[src/rtl/reg_bank_if.sv]
// Bundles the two requester ports of the shared register bank.
// The master side drives requests; the slave side is the arbiter.
interface reg_bank_if #(
    parameter int WIDTH  = 16,
    parameter int ADDR_W = 3
);
    logic              req0;
    logic              we0;
    logic              lock0;
    logic [ADDR_W-1:0] addr0;
    logic [WIDTH-1:0]  wdata0;
    logic              gnt0;
    logic [WIDTH-1:0]  rdata0;
    logic              rvalid0;

    logic              req1;
    logic              we1;
    logic              lock1;
    logic [ADDR_W-1:0] addr1;
    logic [WIDTH-1:0]  wdata1;
    logic              gnt1;
    logic [WIDTH-1:0]  rdata1;
    logic              rvalid1;

    modport master (
        output req0, we0, lock0, addr0, wdata0,
        output req1, we1, lock1, addr1, wdata1,
        input  gnt0, rdata0, rvalid0,
        input  gnt1, rdata1, rvalid1
    );

    modport slave (
        input  req0, we0, lock0, addr0, wdata0,
        input  req1, we1, lock1, addr1, wdata1,
        output gnt0, rdata0, rvalid0,
        output gnt1, rdata1, rvalid1
    );
endinterface

[src/rtl/reg_bank_arbiter.sv]
// Two-requester round-robin arbiter with burst lock in front of a DEPTH x WIDTH
// register bank; one read or write is serviced per clock.
module reg_bank_arbiter #(
    parameter int WIDTH  = 16,
    parameter int DEPTH  = 8,
    parameter int ADDR_W = 3
) (
    input  logic       clk,
    input  logic       reset,
    reg_bank_if.slave  bus
);
    localparam int IDX_W = (DEPTH > 1) ? $clog2(DEPTH) : 1;
    localparam logic [ADDR_W:0] DEPTH_L = (ADDR_W + 1)'(DEPTH);

    localparam logic [1:0] IDLE  = 2'd0;
    localparam logic [1:0] LOCK0 = 2'd1;
    localparam logic [1:0] LOCK1 = 2'd2;

    logic [1:0]       state;
    logic [1:0]       state_nxt;
    logic             prio;       // 0: requester 0 wins a tie, 1: requester 1
    logic             prio_nxt;
    logic             hold;
    logic             gnt0;
    logic             gnt1;
    logic [WIDTH-1:0] entry [DEPTH];
    logic [WIDTH-1:0] rdata0_q;
    logic [WIDTH-1:0] rdata1_q;
    logic             rvalid0_q;
    logic             rvalid1_q;

    logic             hit0;
    logic             hit1;
    logic [IDX_W-1:0] idx0;
    logic [IDX_W-1:0] idx1;
    logic [WIDTH-1:0] rd0;
    logic [WIDTH-1:0] rd1;

    assign hit0 = {1'b0, bus.addr0} < DEPTH_L;
    assign hit1 = {1'b0, bus.addr1} < DEPTH_L;
    assign idx0 = bus.addr0[IDX_W-1:0];
    assign idx1 = bus.addr1[IDX_W-1:0];
    assign rd0  = hit0 ? entry[idx0] : '0;
    assign rd1  = hit1 ? entry[idx1] : '0;

    always_comb begin
        // NOTE: every signal gets a default first, so no path can leave one unassigned and infer a latch.
        gnt0      = 1'b0;
        gnt1      = 1'b0;
        hold      = 1'b0;
        state_nxt = state;
        prio_nxt  = prio;
        if (!reset) begin
            // The lock owner keeps the bank while requesting; otherwise arbitrate fresh.
            if (state == LOCK0 && bus.req0) begin
                gnt0 = 1'b1;
                hold = bus.lock0;
            end else if (state == LOCK1 && bus.req1) begin
                gnt1 = 1'b1;
                hold = bus.lock1;
            end else if (bus.req0 && (!bus.req1 || !prio)) begin
                gnt0 = 1'b1;
            end else if (bus.req1) begin
                gnt1 = 1'b1;
            end

            if (!hold) begin
                state_nxt = IDLE;
                if (gnt0) begin
                    prio_nxt = 1'b1;
                    if (bus.lock0) state_nxt = LOCK0;
                end else if (gnt1) begin
                    prio_nxt = 1'b0;
                    if (bus.lock1) state_nxt = LOCK1;
                end
            end
        end
    end

    // NOTE: all state here uses non-blocking assignments so every flop samples pre-edge values.
    always_ff @(posedge clk) begin
        if (reset) begin
            state     <= IDLE;
            prio      <= 1'b0;
            rdata0_q  <= '0;
            rdata1_q  <= '0;
            rvalid0_q <= 1'b0;
            rvalid1_q <= 1'b0;
            // NOTE: the bank is a flop array, not RAM, so clearing every entry on reset is legal and intended.
            for (int i = 0; i < DEPTH; i++) entry[i] <= '0;
        end else begin
            state     <= state_nxt;
            prio      <= prio_nxt;
            rvalid0_q <= gnt0 && !bus.we0;
            rvalid1_q <= gnt1 && !bus.we1;
            if (gnt0 && !bus.we0) rdata0_q <= rd0;
            if (gnt1 && !bus.we1) rdata1_q <= rd1;
            // Grants are exclusive, so at most one of these loads fires per edge.
            if (gnt0 && bus.we0 && hit0) entry[idx0] <= bus.wdata0;
            if (gnt1 && bus.we1 && hit1) entry[idx1] <= bus.wdata1;
        end
    end

    assign bus.gnt0    = gnt0;
    assign bus.gnt1    = gnt1;
    assign bus.rdata0  = rdata0_q;
    assign bus.rdata1  = rdata1_q;
    assign bus.rvalid0 = rvalid0_q;
    assign bus.rvalid1 = rvalid1_q;
endmodule

[src/flat_wrapper.sv]
// flat-port wrapper written by rule: the top's interface ports become plain ports
module reg_bank_arbiter_flat 
#(
    parameter int WIDTH  = 16,
    parameter int DEPTH  = 8,
    parameter int ADDR_W = 3
)
  (clk, reset, bus_req0, bus_we0, bus_lock0, bus_addr0, bus_wdata0, bus_req1, bus_we1, bus_lock1, bus_addr1, bus_wdata1, bus_gnt0, bus_rdata0, bus_rvalid0, bus_gnt1, bus_rdata1, bus_rvalid1);
  reg_bank_if #(.WIDTH(WIDTH), .ADDR_W(ADDR_W)) bus_i ();
  input  logic clk;
  input  logic reset;
  input wire logic [$bits(bus_i.req0)-1:0] bus_req0;
  input wire logic [$bits(bus_i.we0)-1:0] bus_we0;
  input wire logic [$bits(bus_i.lock0)-1:0] bus_lock0;
  input wire logic [$bits(bus_i.addr0)-1:0] bus_addr0;
  input wire logic [$bits(bus_i.wdata0)-1:0] bus_wdata0;
  input wire logic [$bits(bus_i.req1)-1:0] bus_req1;
  input wire logic [$bits(bus_i.we1)-1:0] bus_we1;
  input wire logic [$bits(bus_i.lock1)-1:0] bus_lock1;
  input wire logic [$bits(bus_i.addr1)-1:0] bus_addr1;
  input wire logic [$bits(bus_i.wdata1)-1:0] bus_wdata1;
  output wire logic [$bits(bus_i.gnt0)-1:0] bus_gnt0;
  output wire logic [$bits(bus_i.rdata0)-1:0] bus_rdata0;
  output wire logic [$bits(bus_i.rvalid0)-1:0] bus_rvalid0;
  output wire logic [$bits(bus_i.gnt1)-1:0] bus_gnt1;
  output wire logic [$bits(bus_i.rdata1)-1:0] bus_rdata1;
  output wire logic [$bits(bus_i.rvalid1)-1:0] bus_rvalid1;
  assign bus_i.req0 = bus_req0;
  assign bus_i.we0 = bus_we0;
  assign bus_i.lock0 = bus_lock0;
  assign bus_i.addr0 = bus_addr0;
  assign bus_i.wdata0 = bus_wdata0;
  assign bus_i.req1 = bus_req1;
  assign bus_i.we1 = bus_we1;
  assign bus_i.lock1 = bus_lock1;
  assign bus_i.addr1 = bus_addr1;
  assign bus_i.wdata1 = bus_wdata1;
  assign bus_gnt0 = bus_i.gnt0;
  assign bus_rdata0 = bus_i.rdata0;
  assign bus_rvalid0 = bus_i.rvalid0;
  assign bus_gnt1 = bus_i.gnt1;
  assign bus_rdata1 = bus_i.rdata1;
  assign bus_rvalid1 = bus_i.rvalid1;
  reg_bank_arbiter #(.WIDTH(WIDTH), .DEPTH(DEPTH), .ADDR_W(ADDR_W)) u_core (.clk(clk), .reset(reset), .bus(bus_i));
endmodule
[config.mk]
export PLATFORM = sky130hd
export DESIGN_NAME = reg_bank_arbiter_flat
export DESIGN_NICKNAME = d
export VERILOG_FILES = /design/src/rtl/reg_bank_if.sv /design/src/rtl/reg_bank_arbiter.sv /design/src/flat_wrapper.sv
export SDC_FILE = /design/constraint.sdc
export NUM_CORES = 1
export LEC_CHECK = 0
export CAP_MARGIN = 20
export CORE_MARGIN = 4
export CORE_UTILIZATION = 50
export DETAILED_ROUTE_END_ITERATION = 7
export GPL_TIMING_DRIVEN = 0
export MAX_ROUTING_LAYER = met4
export PLACE_DENSITY_LB_ADDON = 0.15
export SLEW_MARGIN = 40
export SYNTH_ARGS = -nofsm -noshare
export SYNTH_HDL_FRONTEND = slang
export SYNTH_SLANG_ARGS = --single-unit
[constraint.sdc]
create_clock -name clk -period 3.7 [get_ports clk]
set_input_delay 0.74 -clock clk [delete_from_list [all_inputs] [get_ports clk]]
set_output_delay 0.74 -clock clk [all_outputs]
set_load 0.01 [all_outputs]
==> results of run 1 <==
[through the flow]
stage	util, %	TNS (ns)	power (mW)	setup slack (ns)	hold slack, ns
2_1_floorplan	-	0	2.55	0.382	0.478
3_3_place_gp	57.6	-138.26	2.82	-1.25	0.444
3_5_place_dp	58.5	-9.18	2.86	-0.360	0.456
4_1_cts	62.1	0	4.77	0.0839	0.466
5_1_grt	62.3	0	4.91	0.0213	0.480
6_report	62.3	0	4.78	0.112	0.462
[cells in the mapped netlist (2+ instances only)]
master,instances
sky130_fd_sc_hd__a21oi_1,142
sky130_fd_sc_hd__edfxtp_1,128
sky130_fd_sc_hd__nand3_1,113
sky130_fd_sc_hd__mux2i_1,65
sky130_fd_sc_hd__dfxtp_1,37
sky130_fd_sc_hd__clkbuf_1,34
sky130_fd_sc_hd__mux4_2,32
sky130_fd_sc_hd__o22ai_1,32
sky130_fd_sc_hd__buf_2,29
sky130_fd_sc_hd__o21ai_0,23
sky130_fd_sc_hd__inv_1,22
sky130_fd_sc_hd__a21oi_2,20
sky130_fd_sc_hd__nand2_1,18
sky130_fd_sc_hd__nand4_1,16
sky130_fd_sc_hd__nor3_1,16
sky130_fd_sc_hd__a221oi_1,13
sky130_fd_sc_hd__buf_6,7
sky130_fd_sc_hd__buf_1,6
sky130_fd_sc_hd__nand2b_1,6
sky130_fd_sc_hd__buf_4,5
sky130_fd_sc_hd__nor2b_1,5
sky130_fd_sc_hd__buf_8,3
sky130_fd_sc_hd__nor2_1,3
sky130_fd_sc_hd__a211oi_1,2
sky130_fd_sc_hd__a221oi_2,2
sky130_fd_sc_hd__a22oi_1,2
sky130_fd_sc_hd__nand3b_1,2
sky130_fd_sc_hd__o211a_1,2
[registers in the layout, summed over array words and instances (netlist names)]
| name | cells |
|---|---|
| u_core.entry | 128 |
| u_core.bus.rdata0 | 16 |
| u_core.bus.rdata1 | 16 |
| u_core.state | 2 |
| u_core.bus.rvalid0 | 1 |
| u_core.bus.rvalid1 | 1 |
| u_core.prio | 1 |
[what timing repair did]
action	4_1_cts	5_1_grt
endpoints found under the setup margin	1	18
setup buffers	0	3
pin swaps	0	2
gates resized for setup	2	0
[tightest hold or removal path, cell delays in order, from the launching register on]
cell and delay (ns):
sky130_fd_sc_hd__dfxtp_1 0.31, sky130_fd_sc_hd__inv_1 0.05, sky130_fd_sc_hd__a211oi_1 0.05
[power by group through the flow]
stage / clock network, mW / logic (mW) / registers [mW]
floorplan: 0 / 0.370 / 2.18
global placement: 0 / 0.646 / 2.18
detailed placement: 0 / 0.678 / 2.18
CTS: 1.95 / 0.682 / 2.14
global route: 2.02 / 0.730 / 2.15
finish: 1.93 / 0.703 / 2.14
[how the worst min path moves through the flow]
stage / start / end / slack [ns] / depth (start not counted)
2_1_floorplan: u_core.bus.rdata0[12]$_SDFFE_PP0P_ / u_core.bus.rdata0[12]$_SDFFE_PP0P_ / 0.48 / 2
3_3_place_gp: u_core.bus.rdata0[12]$_SDFFE_PP0P_ / u_core.bus.rdata0[12]$_SDFFE_PP0P_ / 0.44 / 2
3_5_place_dp: u_core.bus.rdata0[12]$_SDFFE_PP0P_ / u_core.bus.rdata0[12]$_SDFFE_PP0P_ / 0.46 / 2
4_1_cts: u_core.bus.rdata0[12]$_SDFFE_PP0P_ / u_core.bus.rdata0[12]$_SDFFE_PP0P_ / 0.47 / 2
5_1_grt: u_core.bus.rdata0[6]$_SDFFE_PP0P_ / u_core.bus.rdata0[6]$_SDFFE_PP0P_ / 0.48 / 2
6_report: u_core.bus.rdata0[12]$_SDFFE_PP0P_ / u_core.bus.rdata0[12]$_SDFFE_PP0P_ / 0.46 / 2
[cell type report]
| type | count | share of cell area (%) |
|---|---|---|
| buffer | 86 | 4.36 |
| tap | 225 | 2.59 |
| sequential | 165 | 42.1 |
| inverter | 22 | 0.759 |
| multi-input combinational | 532 | 36.2 |
| timing repair buffer | 87 | 8.14 |
| clock inverter | 12 | 1.86 |
| clock buffer | 19 | 3.98 |
[per-layer routing]
metal  track usage, %  share of wire (%)
met2             47.2                 46
met1             41.0                 39
met3             5.88                 11
met4             12.9                3.9
met5                -                  0
[logic make-up (layout without fill, tap and decap cells)]
family                 Yosys count  in the layout
buffers and inverters          108            226
AOI/OAI and AO/OA              246            246
and+or+nand+nor                187            187
DFF                            165            165
muxes                           99             99
==> flow_summary.rst, run 1 <==
.. list-table::
   :header-rows: 1

   * - Metric
     - Value
   * - Run status
     - completed
   * - Net Sw Power
     - 1.21 mW
   * - Number of warnings reported in the yosys synthesis log
     - 0
   * - Cell family with most CP delay
     - buffers and inverters
   * - Cell chain of the critical path
     - clkdlybuf4s50_1 -> clkbuf_2 -> inv_1 -> clkbuf_4 -> o2111a_1 -> clkdlybuf4s50_1
   * - Capturing point of the worst reg2reg path
     - u_core.entry[7][11]$_SDFFCE_PN0P_
   * - Number of cells on the critical path
     - 6
   * - Part of the total power dissipated in sequential elements
     - 44.9%
   * - Largest fanout on the critical path
     - 10
   * - Largest area contributor in the netlist
     - sky130_fd_sc_hd__edfxtp_1
   * - Proportion of layout cells with a drive suffix above 1
     - 16.6%
   * - Clock skew after layout
     - 0.00969 ns
   * - Slowest cell on crit path
     - sky130_fd_sc_hd__clkdlybuf4s50_1
   * - Shortest period the worst path allows
     - 3.59 ns
   * - Internal reg-to-reg setup slack
     - 0.90 ns
   * - NumNets Final
     - 957
   * - Wire length per cell after detailed routing
     - 26.4 um
   * - Launching instance or port of the critical path
     - reset
   * - Fraction of the cycle the final worst path needs
     - 97.0%
   * - Sequential cell area
     - 0.00458 sq mm
   * - Number of vias in the routed layout
     - 7638
   * - Die height
     - 142 um
   * - Power per Cell Area
     - 439 mW/mm^2
   * - Simple-gate share of the synthesized area
     - 10.8%
   * - Initial Util
     - 51.5%
   * - Number of DRC markers after the initial detailed-route iteration
     - 1169
   * - Post-synthesis net count
     - 851
   * - First-pass GRT wire length
     - 44700 um
   * - Die X
     - 142 um
   * - Area Growth Syn to Fin
     - 21.0%
   * - Type of element launching the critical path
     - input pin
   * - CP max stage delay
     - 0.53 ns
   * - Reg-to-Reg Start
     - u_core.state[0]$_SDFFE_PP0N_
   * - Depth of the worst register-to-register path
     - 7
   * - Worst Tran Pin Value
     - 0.714 ns
   * - Core ar.
     - 0.0175 sq mm
   * - H-tree lvl count
     - 4
   * - Input/output buffers
     - 78
   * - Count of nets left with antenna violations after detail routing
     - 0
   * - Class of the tightest hold or removal check
     - flip-flop to flip-flop
   * - # Max-Cap Violations
     - 0
   * - Clock tree from TritonCTS
     - built
   * - Type of destination of the critical path
     - output port
   * - Total number of clock tree sinks
     - 165
   * - Largest net degree at the start of global routing
     - 17
   * - Overall routing resource usage
     - 31.0%
   * - Number of hold-slack violations in the final timing report
     - 0
   * - Number of synthesized register bits
     - 165
   * - Die area
     - 0.0202 sq mm
   * - Final cell count without fillers
     - 1148
   * - Cell Int Power
     - 3.57 mW
   * - Post-Synth XOR/XNOR Area
     - 0%
   * - Post-Syn Area per Cell
     - 11.2 sq um
   * - Global route overflow
     - 0
   * - Sum of routed wire length over all layers
     - 30300 um
   * - EDFF count, synth
     - 128
   * - Crit path top cell by count
     - sky130_fd_sc_hd__clkdlybuf4s50_1
   * - RSZ-0062 raised after global routing
     - false
   * - Worst EP arrival
     - 2.85 ns
   * - Worst slew margin relative to its limit
     - 52.4%
   * - Dominant combinational cell family by area after synthesis
     - compound AO/OA/AOI/OAI gates
   * - Row Count
     - 48
   * - Top library cells by usage in the layout, fill and taps aside
     - 142 x sky130_fd_sc_hd__a21oi_1, 128 x sky130_fd_sc_hd__edfxtp_1, 113 x sky130_fd_sc_hd__nand3_1
   * - Number of iterations in the first detailed-routing pass
     - 6
   * - Critical path buffers and inverters
     - 5
   * - Endpoint required time on the critical path
     - 2.96 ns
   * - Remaining design rule violation count
     - 0
   * - CP Class
     - input pin to output port
   * - Cell area after synthesis
     - 0.00900 sq mm
   * - RD Place Congestion
     - 0.995
   * - Fraction of registers with async set/reset
     - 0%
   * - Clock latency reported for the late side of the worst-skew pair
     - 0.44 ns
   * - Share of synthesized area occupied by flip-flops and latches
     - 51.0%
   * - Post-synth top area share
     - 42.7%
   * - Hold Buf Count CTS
     - 0
   * - Clock buffers created by TritonCTS
     - 17
   * - Switching part of the total
     - 25.4%
   * - Max IR drop VDD
     - 0.361 mV
   * - Vias per Instance
     - 6.65
   * - Leakage power
     - 3.61 nW
   * - Clk Tree Root Cell
     - sky130_fd_sc_hd__clkbuf_16
   * - Achievable Freq
     - 0.279 GHz
   * - Number of failing setup endpoints in the final timing report
     - 0
   * - Capturing instance or port of the critical path
     - bus_gnt1
   * - Maximum buffer depth of the clock tree
     - 2
   * - Final Slew Violations
     - 0
   * - Multiplexer share of the synthesized area
     - 15.7%
   * - Combinational cell fraction of total power
     - 14.7%
   * - Detailed placer's ending HPWL
     - 22600 um
   * - Placed cell area
     - 0.0102 sq mm
   * - Clk pwr share
     - 40.4%
   * - Clock transition at the registers of the reported paths
     - 0.06 ns
   * - Area fraction in compound gates after synthesis
     - 16.5%
   * - Synthesized-area fraction occupied by adder cells
     - 0%
   * - Vias in the first global route
     - 7421
   * - Main area contributors after synthesis
     - sky130_fd_sc_hd__edfxtp_1 43%, sky130_fd_sc_hd__dfxtp_1 8.2%, sky130_fd_sc_hd__mux4_2 8.0%
   * - Area occupied by multi-input gates
     - 0.00394 sq mm
   * - Number of cells produced by synthesis
     - 805
   * - Total non-filler cell area in the finished layout
     - 0.0109 sq mm
   * - Antenna violations before repair
     - 0
   * - IO Pins
     - 82
   * - Most common cell after layout, fill and taps aside
     - sky130_fd_sc_hd__a21oi_1
   * - Count of distinct cell types in the synthesized netlist
     - 48
   * - Total placed cells including tap cells
     - 1114
   * - Count of filler cells inserted in the layout
     - 1413
   * - Top flip-flop cell by instance count after synthesis
     - sky130_fd_sc_hd__edfxtp_1
   * - Number of diodes added for antenna fixing
     - 0
(Power assumes the default switching activity.)
==> inputs of run 2 (changes only) <==
--- a/config.mk
+++ b/config.mk
@@ -12,7 +12,6 @@
 export GPL_TIMING_DRIVEN = 0
 export MAX_ROUTING_LAYER = met4
 export PLACE_DENSITY_LB_ADDON = 0.15
-export SLEW_MARGIN = 40
 export SYNTH_ARGS = -nofsm -noshare
 export SYNTH_HDL_FRONTEND = slang
 export SYNTH_SLANG_ARGS = --single-unit
==> run 2 against run 1 <==
Non-clock buffer count did not move; utilization fell by 0.39 points; sequential power barely moved; clock skew fell by 0.0020 ns; sequential share of layout area rose by 0.27 points; cell area fell by 0.63%; worst hold slack got worse by 0.0044 ns; via count fell by 0.62%; critical path depth rose by 1; global-route usage barely moved; clock power fell by 5%; critical endpoint is now u_core.entry[7][10]$_SDFFCE_PN0P_; largest power group unchanged.
==> flow_summary.rst, run 2 (synthesis results as in run 1) <==
.. list-table::
   :header-rows: 1

   * - Metric
     - Value
   * - Run status
     - completed
   * - CP Class
     - input pin to flip-flop
   * - Total placed cells including tap cells
     - 1114
   * - Vias in the first global route
     - 7360
   * - Count of nets left with antenna violations after detail routing
     - 0
   * - Max IR drop VDD
     - 0.366 mV
   * - Remaining design rule violation count
     - 0
   * - Worst hold slack across all endpoints
     - 0.458 ns
   * - Clock latency reported for the late side of the worst-skew pair
     - 0.44 ns
   * - Endpoint required time on the critical path
     - 3.84 ns
   * - Leakage power
     - 3.59 nW
   * - Die height
     - 142 um
   * - Input/output buffers
     - 78
   * - Number of vias in the routed layout
     - 7591
   * - Number of hold-slack violations in the final timing report
     - 0
   * - Area Growth Syn to Fin
     - 20.2%
   * - Setup TNS
     - 0 ns
   * - Met1 routing resource usage after global routing
     - 42.0%
   * - Sum of routed wire length over all layers
     - 30000 um
   * - Worst EP arrival
     - 3.60 ns
   * - Number of DRC markers after the initial detailed-route iteration
     - 1070
   * - Clk Tree Root Cell
     - sky130_fd_sc_hd__clkbuf_16
   * - Largest fanout on the critical path
     - 10
   * - Pre-CTS setup slack
     - -0.377 ns
   * - Clock transition at the registers of the reported paths
     - 0.06 ns
   * - Met2 GRT Util
     - 46.7%
   * - Top library cells by usage in the layout, fill and taps aside
     - 142 x sky130_fd_sc_hd__a21oi_1, 128 x sky130_fd_sc_hd__edfxtp_1, 113 x sky130_fd_sc_hd__nand3_1
   * - Largest register by flop count
     - u_core.entry
   * - NumNets Final
     - 957
   * - Maximum buffer depth of the clock tree
     - 2
   * - Smallest setup slack after layout
     - 0.242 ns
   * - Global route overflow
     - 0
   * - Clock buffers created by TritonCTS
     - 17
   * - Worst Tran Pin Value
     - 0.963 ns
   * - Hold Buf Count CTS
     - 0
   * - Number of diodes added for antenna fixing
     - 0
   * - Most common cell after layout, fill and taps aside
     - sky130_fd_sc_hd__a21oi_1
   * - Type of element launching the critical path
     - input pin
   * - Overall power consumption
     - 4.67 mW
   * - Clock skew after layout
     - 0.00770 ns
   * - Vias per Instance
     - 6.61
   * - Wire length per cell after detailed routing
     - 26.1 um
   * - Die X
     - 142 um
   * - Class of the tightest hold or removal check
     - flip-flop to flip-flop
   * - Overall routing resource usage
     - 31.0%
   * - Row Count
     - 48
   * - Fraction of the cycle the final worst path needs
     - 93.5%
   * - # Max-Cap Violations
     - 0
   * - Largest net degree at the start of global routing
     - 17
   * - Core ar.
     - 0.0175 sq mm
   * - RSZ-0062 raised after global routing
     - false
   * - Type of destination of the critical path
     - flip-flop
   * - Number of iterations in the first detailed-routing pass
     - 6
   * - Initial Util
     - 51.5%
   * - First-pass GRT wire length
     - 44800 um
   * - Placed cell area
     - 0.0102 sq mm
   * - Die area
     - 0.0202 sq mm
   * - Worst slew margin relative to its limit
     - 35.8%
   * - Total non-filler cell area in the finished layout
     - 0.0108 sq mm
   * - Total number of clock tree sinks
     - 165
   * - Number of flip-flops in the largest register
     - 128
   * - Number of failing setup endpoints in the final timing report
     - 0
   * - Clock tree from TritonCTS
     - built
   * - Proportion of layout cells with a drive suffix above 1
     - 16.9%
   * - GRT busiest layer
     - met2
   * - Share of the core filled with cells in the final layout
     - 61.9%
   * - RD Place Congestion
     - 0.995
   * - IO Pins
     - 82
   * - Met3 track demand over resource in global routing
     - 6.25%
   * - Final cell count without fillers
     - 1149
   * - H-tree lvl count
     - 4
   * - Antenna violations before repair
     - 0
   * - Detailed placer's ending HPWL
     - 22700 um
   * - Final Slew Violations
     - 0
   * - Achievable Freq
     - 0.289 GHz
   * - Power per Cell Area
     - 431 mW/mm^2
   * - Shortest period the worst path allows
     - 3.46 ns
run 2: worst paths after layout:
check	start	to	slack, ns	cells past startpoint
worst max-delay path	bus_addr0[1]	u_core.entry[7][10]$_SDFFCE_PN0P_	0.24	7
worst min-delay path	u_core.bus.rdata0[12]$_SDFFE_PP0P_	u_core.bus.rdata0[12]$_SDFFE_PP0P_	0.46	2
worst max register to register	u_core.state[0]$_SDFFE_PP0N_	u_core.entry[7][10]$_SDFFCE_PN0P_	0.94	7
worst min register to register	u_core.bus.rdata0[12]$_SDFFE_PP0P_	u_core.bus.rdata0[12]$_SDFFE_PP0P_	0.46	2
run 2: layout make-up:
class	instances	area, sq um
well taps	225	282
inverters	22	86.3
multi-input cells	532	3890
repair buffers	88	893
flip-flops and latches	165	4580
fillers	1449	6660
clock inverters	11	105
plain buffers	85	465
clock buffers	21	504
run 2: what timing repair did:
item                       in CTS  in global routing
pin swaps                       0                  2
setup buffers                   1                  3
setup endpoints to repair       1                 18
resized for setup               1                  0
run 2: report_power, final:
part | internal, mW | switching, mW | total, mW
combinational | 0.274 | 0.419 | 0.694
clock | 1.06 | 0.770 | 1.83
sequential | 2.09 | 0.0491 | 2.14
run 2: per-layer routing:
| layer | up-vias | wire (um) |
|---|---|---|
| li1 | 3344 | - |
| met1 | 3635 | 11800 |
| met2 | 527 | 13700 |
| met3 | 85 | 3520 |
| met4 | 0 | 1000 |
| met5 | - | 0 |
run 2: critical path: stages:
cell and delay, ns:
sky130_fd_sc_hd__clkdlybuf4s50_1 0.62, sky130_fd_sc_hd__buf_2 0.36, sky130_fd_sc_hd__clkbuf_1 0.54, sky130_fd_sc_hd__clkbuf_1 0.48
sky130_fd_sc_hd__nand3_1 0.28, sky130_fd_sc_hd__a22oi_2 0.33, sky130_fd_sc_hd__buf_4 0.24
